==> config.mk <==
export PLATFORM = sky130hd
export DESIGN_NAME = gate_vector_sequencer
export DESIGN_NICKNAME = d
export VERILOG_FILES = /design/src/rtl/gate_vector_sequencer.sv
export SDC_FILE = /design/constraint.sdc
export NUM_CORES = 1
export LEC_CHECK = 0
export CORE_UTILIZATION = 34
export DETAILED_ROUTE_END_ITERATION = 16
export SLEW_MARGIN = 20
export SYNTH_ARGS = -nofsm -noshare
export SYNTH_HDL_FRONTEND = slang
export SYNTH_SLANG_ARGS = --single-unit
==> constraint.sdc <==
create_clock -name clk -period 1.6 [get_ports clk]
set_input_delay 0.16 -clock clk [delete_from_list [all_inputs] [get_ports clk]]
set_output_delay 0.16 -clock clk [all_outputs]
set_load 0.03 [all_outputs]
==> src/rtl/gate_vector_sequencer.sv <==
// ---------------------------------------------------------------------------
// gate_vector_sequencer
//
// Clocked stimulus/check controller for a small combinational gate. On start
// it walks the gate inputs through every vector 0..2^N_IN-1, holds each vector
// for SETTLE_CYC clocks, samples the gate output and compares it with the
// TRUTH table. It reports a mismatch count, the first failing vector and an
// overall pass flag for the sweep.
//
// Parameters
//   N_IN        number of gate inputs (vectors 0..2^N_IN-1)
//   SETTLE_CYC  clocks a vector is held before sampling (0 allowed)
//   TRUTH       expected output, bit i = expected dut_y for stim == i
//
// Ports
//   clk         rising-edge clock
//   rst         synchronous active-high reset, overrides everything
//   start       begin a sweep, honoured only while idle
//   dut_y       output of the gate under test, sampled only in CHECK
//   stim        gate inputs, MSB = first gate input
//   busy        high from the cycle after start acceptance until DONE exits
//   done        one-cycle pulse when the sweep completes
//   pass        last completed sweep had zero mismatches, held until next start
//   err_count   mismatches in the current/last sweep
//   fail_valid  sticky, at least one mismatch in this sweep
//   fail_vec    first mismatching vector, meaningful when fail_valid is set
// ---------------------------------------------------------------------------
module gate_vector_sequencer #(
   parameter int unsigned            N_IN       = 2,
   parameter int unsigned            SETTLE_CYC = 2,
   parameter logic [(1<<N_IN)-1:0]   TRUTH      = 4'b0111
) (
   input  logic              clk,
   input  logic              rst,
   input  logic              start,
   input  logic              dut_y,
   output logic [N_IN-1:0]   stim,
   output logic              busy,
   output logic              done,
   output logic              pass,
   output logic [N_IN:0]     err_count,
   output logic              fail_valid,
   output logic [N_IN-1:0]   fail_vec
);

   localparam int unsigned ERR_W = N_IN + 1;
   localparam int unsigned CNT_W = (SETTLE_CYC > 1) ? $clog2(SETTLE_CYC + 1) : 1;

   localparam logic [N_IN-1:0]  IDX_LAST    = '1;
   localparam logic [N_IN-1:0]  IDX_ONE     = N_IN'(1);
   localparam logic [ERR_W-1:0] ERR_ONE     = ERR_W'(1);
   localparam logic [CNT_W-1:0] CNT_ONE     = CNT_W'(1);
   localparam logic [CNT_W-1:0] SETTLE_LOAD = CNT_W'(SETTLE_CYC);

   typedef enum logic [2:0] {
      S_IDLE,
      S_DRIVE,
      S_SETTLE,
      S_CHECK,
      S_DONE
   } state_t;

   state_t            state;
   logic [N_IN-1:0]   idx;
   logic [CNT_W-1:0]  settle_cnt;

   logic              mismatch_c;
   logic [ERR_W-1:0]  err_inc_c;
   logic              last_vec_c;

   // Comparison of the sampled gate output against the expected table entry
   always_comb begin
      mismatch_c = 1'b0;
      err_inc_c  = err_count;
      last_vec_c = 1'b0;
      mismatch_c = (dut_y != TRUTH[idx]);
      err_inc_c  = err_count + ERR_ONE;
      last_vec_c = (idx == IDX_LAST);
   end

   // Sweep sequencer: state, stimulus and result registers
   always_ff @(posedge clk) begin
      if (rst) begin
         state      <= S_IDLE;
         idx        <= '0;
         settle_cnt <= '0;
         stim       <= '0;
         busy       <= 1'b0;
         done       <= 1'b0;
         pass       <= 1'b0;
         err_count  <= '0;
         fail_valid <= 1'b0;
         fail_vec   <= '0;
      end else begin
         // done is a pulse: only the CHECK->DONE transition raises it
         done <= 1'b0;

         case (state)
            S_IDLE: begin
               if (start) begin
                  state      <= S_DRIVE;
                  busy       <= 1'b1;
                  idx        <= '0;
                  err_count  <= '0;
                  fail_valid <= 1'b0;
                  fail_vec   <= '0;
                  pass       <= 1'b0;
               end
            end

            S_DRIVE: begin
               stim       <= idx;
               settle_cnt <= SETTLE_LOAD;
               if (SETTLE_CYC > 0) begin
                  state <= S_SETTLE;
               end else begin
                  state <= S_CHECK;
               end
            end

            // Counter was loaded with SETTLE_CYC; leaving on 1 gives exactly
            // SETTLE_CYC cycles in this state.
            S_SETTLE: begin
               settle_cnt <= settle_cnt - CNT_ONE;
               if (settle_cnt == CNT_ONE) begin
                  state <= S_CHECK;
               end
            end

            S_CHECK: begin
               if (mismatch_c) begin
                  err_count <= err_inc_c;
                  if (!fail_valid) begin
                     fail_vec   <= idx;
                     fail_valid <= 1'b1;
                  end
               end
               if (last_vec_c) begin
                  state <= S_DONE;
                  done  <= 1'b1;
                  // Include this final comparison in the verdict
                  pass  <= (err_count == '0) && !mismatch_c;
               end else begin
                  idx   <= idx + IDX_ONE;
                  state <= S_DRIVE;
               end
            end

            S_DONE: begin
               state <= S_IDLE;
               busy  <= 1'b0;
            end

            default: begin
               state <= S_IDLE;
               busy  <= 1'b0;
            end
         endcase
      end
   end

endmodule

==> results of run 1 <==
[state kept, by name, summed over array words and instances, names as in the netlist]
signal and count:
busy 1, done 1, err_count 3, fail_valid 1
fail_vec 2, idx 2, pass 1, settle_cnt 2
state 3, stim 2
[placed cells by master (no fill, tap or decap), types with 2 or more instances in the layout]
cell / netlist / routed
sky130_fd_sc_hd__dfxtp_1: 18 / 18
sky130_fd_sc_hd__clkdlybuf4s50_1: 0 / 11
sky130_fd_sc_hd__a21oi_1: 9 / 9
sky130_fd_sc_hd__buf_4: 1 / 9
sky130_fd_sc_hd__nor2_1: 7 / 7
sky130_fd_sc_hd__inv_1: 5 / 5
sky130_fd_sc_hd__o211ai_1: 5 / 5
sky130_fd_sc_hd__nand4b_1: 5 / 5
sky130_fd_sc_hd__nand3_1: 3 / 3
sky130_fd_sc_hd__ha_1: 4 / 3
sky130_fd_sc_hd__clkbuf_4: 0 / 3
sky130_fd_sc_hd__dlymetal6s2s_1: 0 / 3
sky130_fd_sc_hd__nand3b_1: 2 / 2
sky130_fd_sc_hd__or4b_1: 2 / 2
sky130_fd_sc_hd__nand2b_1: 2 / 2
sky130_fd_sc_hd__o22ai_1: 2 / 2
sky130_fd_sc_hd__nor3b_1: 2 / 2
sky130_fd_sc_hd__mux2i_1: 2 / 2
sky130_fd_sc_hd__nor3_1: 2 / 2
[power by group]
group	total (mW)	switching [mW]	internal [mW]
logic	0.344	0.188	0.155
clock network	0.279	0.140	0.139
registers	0.539	0.0420	0.497
total	1.16	0.370	0.791
[layout make-up]
type	instances	share of cell area
timing repair buffer	23	0.193
clock buffer	4	0.0325
tap	30	0.0336
inverter	5	0.0168
multi-input combinational	62	0.401
sequential	18	0.323
[per-stage QoR]
stage	setup TNS [ns]	hold WS, ns	utilization	total power, mW
after floorplan	0	0.417	-	0.805
after global placement	-0.592	0.470	0.436	0.880
after detailed placement	-0.770	0.465	0.436	0.889
after CTS	0	0.479	0.451	1.18
after global routing	0	0.492	0.455	1.24
final	0	0.474	0.455	1.16
[how the worst min path moves through the flow]
stage / end / slack (ns) / cells after the start
after floorplan: busy / 0.42 / 2
after global placement: pass / 0.47 / 2
after detailed placement: pass / 0.47 / 2
after CTS: pass / 0.48 / 2
after global routing: pass / 0.49 / 2
final: pass / 0.47 / 2
[layer usage]
metal	wire, µm	up-vias
met5	0	-
met4	15	0
met3	66	2
met2	841	13
met1	836	360
li1	-	379
[cell families (layout without fill, tap and decap cells)]
family                     after synthesis  in the layout  synth area share
and+or+nand+nor                         29             29             0.211
xor gates and xnor gates                 3              3            0.0386
buffers and inverters                   13             32            0.0800
AOI/OAI and AO/OA                       24             24             0.179
adders and majority gates                4              4            0.0571
DFF                                     18             18             0.411
muxes                                    2              2            0.0229
[repair_timing]
action | CTS | global route
endpoints found under the setup margin | 0 | 5
gates resized for setup | 0 | 5
endpoints found under the hold margin | 0 | 0
hold buffers | 0 | 0
==> flow_summary.yaml, run 1 <==
placement:
  count_of_placed_standard_cells_including_taps: 138
  post-place-ws_ns: -0.122
  cell_area_after_placement_um2: 1070
  dp.final_hpwl_mm: 1.27
  gp_congestion: 0.713
  numPortBuffers: 14
power:
  leakage_nw: 0.460
  power-per-cell-area_nw_per_um2: 1040
  vdd.ir_drop.worst_mv: 0.497
clock_tree:
  cts_setup_buffers: 0
  clock_latency_ns: 0.29
  cts.sinks: 18
  cts.htree.levels: 1
  cts_root_buf: "sky130_fd_sc_hd__clkbuf_4"
  path_clk_slew_ns: 0.10
  tritoncts.num_buffers: 3
  cts_tree: "yes"
  max-clock-path-buffers: 2
synth:
  yosysTopAreaCell: "sky130_fd_sc_hd__dfxtp_1"
  synth_common_cells: "18 x sky130_fd_sc_hd__dfxtp_1, 9 x sky130_fd_sc_hd__a21oi_1, 7 x sky130_fd_sc_hd__nor2_1"
  netlist_area_um2: 876
  netlist-cell-type-count: 33
  syn_nets: 101
  synth-warning-count: 0
  synth_top_area_frac: 0.411
  syn_area_per_cell_um2: 9.42
  synth_edf_count: 0
  yosys.cell_count.top_type: "sky130_fd_sc_hd__dfxtp_1"
  netlist_top_cells_area: "sky130_fd_sc_hd__dfxtp_1 41%, sky130_fd_sc_hd__ha_1 5.7%, sky130_fd_sc_hd__a21oi_1 5.1%"
  yosysSeqAreaShare: 0.411
  syn-instance-count: 93
  ys_seq_elements: 18
  ys_async_sr_fraction: 0
  postSynth.topFlopCell: "sky130_fd_sc_hd__dfxtp_1"
worst_setup_path:
  r2r_setup_slack_ns: 0.12
  path_delay_family: "buffers and inverters"
  critical-path-max-stage-delay_ns: 0.69
  path_buf_inv: 1
  regToRegStartpoint: "idx[1]"
  critical-path-slowest-cell: "sky130_fd_sc_hd__clkdlybuf4s50_1"
  r2r_cells: 4
  worstPathMaxFanout: 4
  cp.required_ns: 1.44
  critical_path_arrival_ns: 1.37
  critical_path.startpoint: "err_count[0]"
  setup.worst_path.start_class: "flop"
  path_cells: "clkdlybuf4s50_1"
  critPathCapture: "err_count[0]"
  reg2reg_to: "pass"
  worstSetupEndpointType: "primary output"
  setup.worst_path.class: "reg2out"
  critical_path_cell_count: 1
global_routing:
  grt-ovfl-total: 0
  routing_usage_on_met3: 0.0638
  track_usage: 0.154
  number_of_global_route_vias_before_repair: 746
  grt_first_pass_wirelength_mm: 3.10
  grt_start_max_net_pins: 12
  grt_antenna_before_repair: 0
  grt.met1_usage: 0.191
  grtUsageMet2: 0.245
  busiest_layer: "met2"
sta:
  clock_skew_ns: 0.00280
  worstMarginPinSlew_ns: 0.417
  final.setup.worst_slack_ns: 0.0670
  slew_viol_final: 0
  final.min_clock_period_ns: 1.53
  worst_relative_slew_slack: 0.722
  timing_hold_violations_final: 0
  layout_worst_path_cycle_share: 0.958
  final-setup-viol-count: 0
  unrepaired_setup_endpoints_after_global_routing: "no"
  max_freq_ghz: 0.652
detailed_routing:
  firstDrtPassIters: 4
  post-route-drc-count: 0
  drt_first_iter_violations: 14
  drt.antenna.violating_nets: 0
  wirelength_mm: 1.76
  routed_via_density: 5.31
  route.vias.total: 754
  detail_route.wl_per_cell_um: 12.4
die:
  rows: 18
  top_level_ports: 15
  die_width_um: 52.8
  initial_core_util: 0.357
  die_area_um2: 2780
  placeable_core_region_um2: 2450
  chipHeight_um: 52.8
finish:
  stdcell_count: 142
  nFillCells: 232
  design.final.nets: 121
  insertedDiodeCount: 0
  post-route-cell-area_um2: 1120
  synthToLayoutAreaGrowth_pct: 27.4
  multi_input_area_um2: 448
  layout-drive-gt1-share: 0.134
  ff_latch_area_um2: 360
hold_path:
  worstHoldStart: "pass"
  min-delay-path-class: "reg2reg"
flow_run:
  maxCapViolCount: 0
status:
  result_of_the_run: "completed"
No activity file was read; power rests on OpenSTA's default activity.
==> inputs of run 2 (changes only) <==
Settings changed: CAP_MARGIN set to 25.
==> results of run 2 <==
No change in the layout: final DEF, timing and power equal those of run 1.
==> RTL edit 1: new RTL, config.mk and constraints of run 2 <==
Change the parameter `SETTLE_CYC` from 2 to 8.
--- a/src/rtl/gate_vector_sequencer.sv
+++ b/src/rtl/gate_vector_sequencer.sv
@@ -27,7 +27,7 @@
 // ---------------------------------------------------------------------------
 module gate_vector_sequencer #(
    parameter int unsigned            N_IN       = 2,
-   parameter int unsigned            SETTLE_CYC = 2,
+   parameter int unsigned            SETTLE_CYC = 8,
    parameter logic [(1<<N_IN)-1:0]   TRUTH      = 4'b0111
 ) (
    input  logic              clk,
Function: changed (Yosys sat finds a counterexample within 10 cycles, from zero or initial values and one cycle with rst high).
==> RTL edit 1 against run 2 <==
  * Routed wire length is 3.6% higher
  * Critical path depth is the same
  * Final cell count grew 15%
  * Via count increased by 7.3%
  * Sequential cell count is 2 higher
  * Non-clock buffer count did not move
  * Register-to-register slack better by 0.03 ns
  * Setup slack worse by 0.0044 ns
  * Synthesized area rose by 8.9%
  * Clock skew up 0.0024 ns
  * Final area increased by 11%
  * Critical endpoint is now err_count[1]
  * Highest routed layer unchanged
Power is not compared: it rests on default switching activity, and its combinational part moved more than twofold at a synthesized area within 25%.
==> RTL edit 1: results (changes against run 2) <==
clock skew=0.00520 ns (+0.00240 ns); post-route antenna net violation count=0 (unchanged); number of port buffers=14 (unchanged); Regs by FF count=settle_cnt (4), err_count (3), state (3); DR pass1 iterations=4 (unchanged); R2R Setup Slk=0.15 ns (+0.03 ns); Net Sw Frac=24.7%; pwr/cell area=918 mW/mm2; top post-synthesis cells by area=dfxtp_1 (42%), a21oi_1 (7.3%), ha_1 (6.6%); hold_sp=pass; synthesized net count=122 (+21%); Critical Path Start=err_count[1]; Total GRT Usage=14.7% (-0.73 points); Comb power=171 uW; Root Buffer=clkbuf_4; CP max stage delay=0.68 ns; most frequent cells after synthesis=dfxtp_1 (20), a21oi_1 (14), nor2_1 (12), nand2_1 (7), nand3b_1 (7); hold slack=0.479 ns (+0.00557 ns); n_diodes=0 (unchanged); Synth Area in XOR/XNOR=1.84% (-2.0 points); pin count of the biggest net entering global routing=21 (+9); mux cell area share after synthesis=2.10% (-0.19 points); worst-skew pair later-pin latency=0.31 ns (+0.02 ns); share of cells above drive strength 1=11.9% (-1.5 points); dpl cell area=0.00118 mm2 (+9.9%); Clock Pin Slew Worst Setup and Hold Paths=0.12 ns (+0.02 ns); Layout Nets=144 (+19%); final WL=1.82 mm (+3.6%); Adder-Cell Fraction of Synth Area=6.56% (+0.85 points); Relative slew margins=76.4% (+4.3 points); capture point of the worst reg-to-reg path=fail_valid; First DRT Iteration DRCs=11 (-3); synth unique cells=31 (-6.1%); crit path capture=err_count[1]; Fmax=0.650 GHz (-0.29%); first-pass GRT wire length=3.13 mm (+0.87%); sequential share of the synthesized area=42.0% (+0.85 points); vias per inst=4.93 (-7.1%); status=complete, no violations; Setup Fix Bufs, Post-CTS=0 (unchanged); Seq group=546 uW; Place WS=-0.0863 ns (+0.0355 ns); Hold Crit Class=reg2reg; vias in the first global route=735 (-1.5%); dpl hpwl=1.34 mm (+5.1%); RR Startpoint=state[1]; total CTS buffers=3 (unchanged); post-synthesis compound-gate area fraction=14.0% (-3.8 points); initial antenna violation count=0 (unchanged); FFs w/ async S/R, synth=0% (unchanged); GP Congestion=0.712 (about the same)
RTL edit 1: timing repair:
| item | CTS | global route |
|---|---|---|
| gates resized for setup | 0 | 4 |
| endpoints found under the hold margin | 0 | 0 |
| hold buffers | 0 | 0 |
| endpoints found under the setup margin | 0 | 5 |
RTL edit 1: final cells by class:
type,count,area (um2)
Fill cell,268,1330
Multi-Input combinational cell,83,523
Sequential cell,20,400
Timing Repair Buffer,23,213
Tap cell,30,37.5
Clock inverter,1,30.0
Clock buffer,3,22.5
Inverter,4,15.0
RTL edit 1: per-layer routing:
metal | GRT usage, % | routed length, um
met1 | 18.6 | 942
met2 | 23.7 | 824
met3 | 2.73 | 46
met5 | 0 | 0
met4 | 7.50 | 10
RTL edit 1: per-stage QoR:
step           cells  util, %
5_1_grt          164     48.3
6_report         164     48.3
2_1_floorplan    113        -
4_1_cts          164     47.9
3_3_place_gp     160     45.8
3_5_place_dp     160     45.8
==> RTL edit 2: new RTL, flow settings as in run 2 <==
Made on the original files. Re-encode `state_t` (5 states) as one-hot, 5 bits wide.
--- a/src/rtl/gate_vector_sequencer.sv
+++ b/src/rtl/gate_vector_sequencer.sv
@@ -52,12 +52,12 @@
    localparam logic [CNT_W-1:0] CNT_ONE     = CNT_W'(1);
    localparam logic [CNT_W-1:0] SETTLE_LOAD = CNT_W'(SETTLE_CYC);
 
-   typedef enum logic [2:0] {
-      S_IDLE,
-      S_DRIVE,
-      S_SETTLE,
-      S_CHECK,
-      S_DONE
+   typedef enum logic [4:0] {
+      S_IDLE   = 5'b00001,
+      S_DRIVE  = 5'b00010,
+      S_SETTLE = 5'b00100,
+      S_CHECK  = 5'b01000,
+      S_DONE   = 5'b10000
    } state_t;
 
    state_t            state;
Function: same outputs for any inputs over 10 cycles, from zero or initial values and one cycle with rst high; not proved beyond that.
==> RTL edit 2 against run 2 <==
  * Utilization rose by 4.5 points
  * Sequential cell count rose by 2
  * First-iteration DRC count rose by 86%
  * Global-route usage rose by 1.8 points
  * Final area rose by 15%
  * Count of clock-buffer cells in the layout fell by 1
  * Synthesized area rose by 9.0%
  * Non-clock buffer count rose by 6
  * Worst hold slack improved by 0.011 ns
  * Routed wire length rose by 18%
  * Setup slack got worse by 0.048 ns
  * Power rose by 3.1%
  * Critical path depth rose by 3
  * Critical endpoint is now busy
==> RTL edit 2: results (changes against run 2) <==
Final Non-Filler Cells=167 (+18%); Least-Margin Pin Slew=0.379 ns (-0.0379 ns); sequential share of the synthesized area=41.9% (+0.80 points); dpl hpwl=1.55 mm (+21%); vias in the first global route=864 (+16%); P_leak=0.517 nW (+12%); clock skew=0.00241 ns (-0.000385 ns); Adder-Cell Fraction of Synth Area=5.24% (-0.47 points); Top delay family on crit path=simple AND/OR/NAND/NOR gates; slowest CP cell=or4b_4; Total GRT Usage=17.2% (+1.8 points); Metal-1 WL=1.02 mm (+22%); first-pass GRT wire length=3.71 mm (+20%); synthesized net count=116 (+15%); GR Util met3=3.55% (-2.8 points); Inst Count DP=161 (+17%); Worst EP arrival=1.79 ns (+0.42 ns); met1 Use GR=22.3% (+3.2 points); status=complete, no violations; most frequent cells after synthesis=dfxtp_1 (20), nor2_1 (18), a21oi_1 (6); Critical Path Start=state[3]; hold_sp=busy; synth unique cells=39 (+18%); vias=866 (+15%); metal3 WL=67 um (+1.5%); mux cell area share after synthesis=2.10% (-0.19 points); WL met2=966 um (+15%); Synth Area in XOR/XNOR=1.83% (-2.0 points); Mean Syn Cell Area=8.84 um2 (-6.1%); Max IR drop VDD=0.584 mV (+17%); pin count of the biggest net entering global routing=13 (+1); top post-synthesis cells by area=dfxtp_1 (42%), nor2_1 (7.1%), ha_1 (5.2%)
RTL edit 2: changes by cell type after synthesis, sizes merged, moves of 3 or more:
cell	delta
nor3	+3
nand4b	-5
buf	-3
nand2	+5
o211ai	-5
a21oi	-3
o21ai	+6
nor2	+11
RTL edit 2: metrics by stage:
step                      instance area, um2  power [mW]  setup WS, ns
after global placement                  1200       0.780        0.0421
after CTS                               1250        1.20       0.00571
final                                   1280        1.20        0.0193
after floorplan                          955       0.699       -0.0372
after global routing                    1280        1.25       -0.0365
after detailed placement                1200       0.782        0.0229
RTL edit 2: cell type report:
class                   instances  area, um2
fillers                       266       1280
flip-flops and latches         20        404
clock buffers                   3       22.5
clock inverters                 1       30.0
multi-input cells              79        515
repair buffers                 29        255
well taps                      30       37.5
inverters                       5       18.8
RTL edit 2: cell families after synthesis:
kind of cell,after synthesis
AOI/OAI and AO/OA,26
xor gates and xnor gates,2
adders and majority gates,4
buffers and inverters,9
DFF,20
muxes,2
and+or+nand+nor,45
RTL edit 2: where the power goes:
| group | leakage (nW) | switching (mW) | internal (mW) |
|---|---|---|---|
| Clock | 0.0279 | 0.159 | 0.253 |
| Sequential | 0.162 | 0.0129 | 0.522 |
| Combinational | 0.327 | 0.121 | 0.129 |
| Total | 0.517 | 0.293 | 0.904 |
RTL edit 2: what timing repair did:
item                                    4_1_cts  5_1_grt
buffers inserted                              0        2
endpoints found under the setup margin        0        4
gates resized for setup                       0        6
RTL edit 2: worst paths after layout:
path	cells after the start	slack (ns)	to
worst max-delay path	4	0.02	busy
worst min-delay path	1	0.48	busy
worst max register to register	4	0.02	busy
worst min register to register	1	0.48	busy
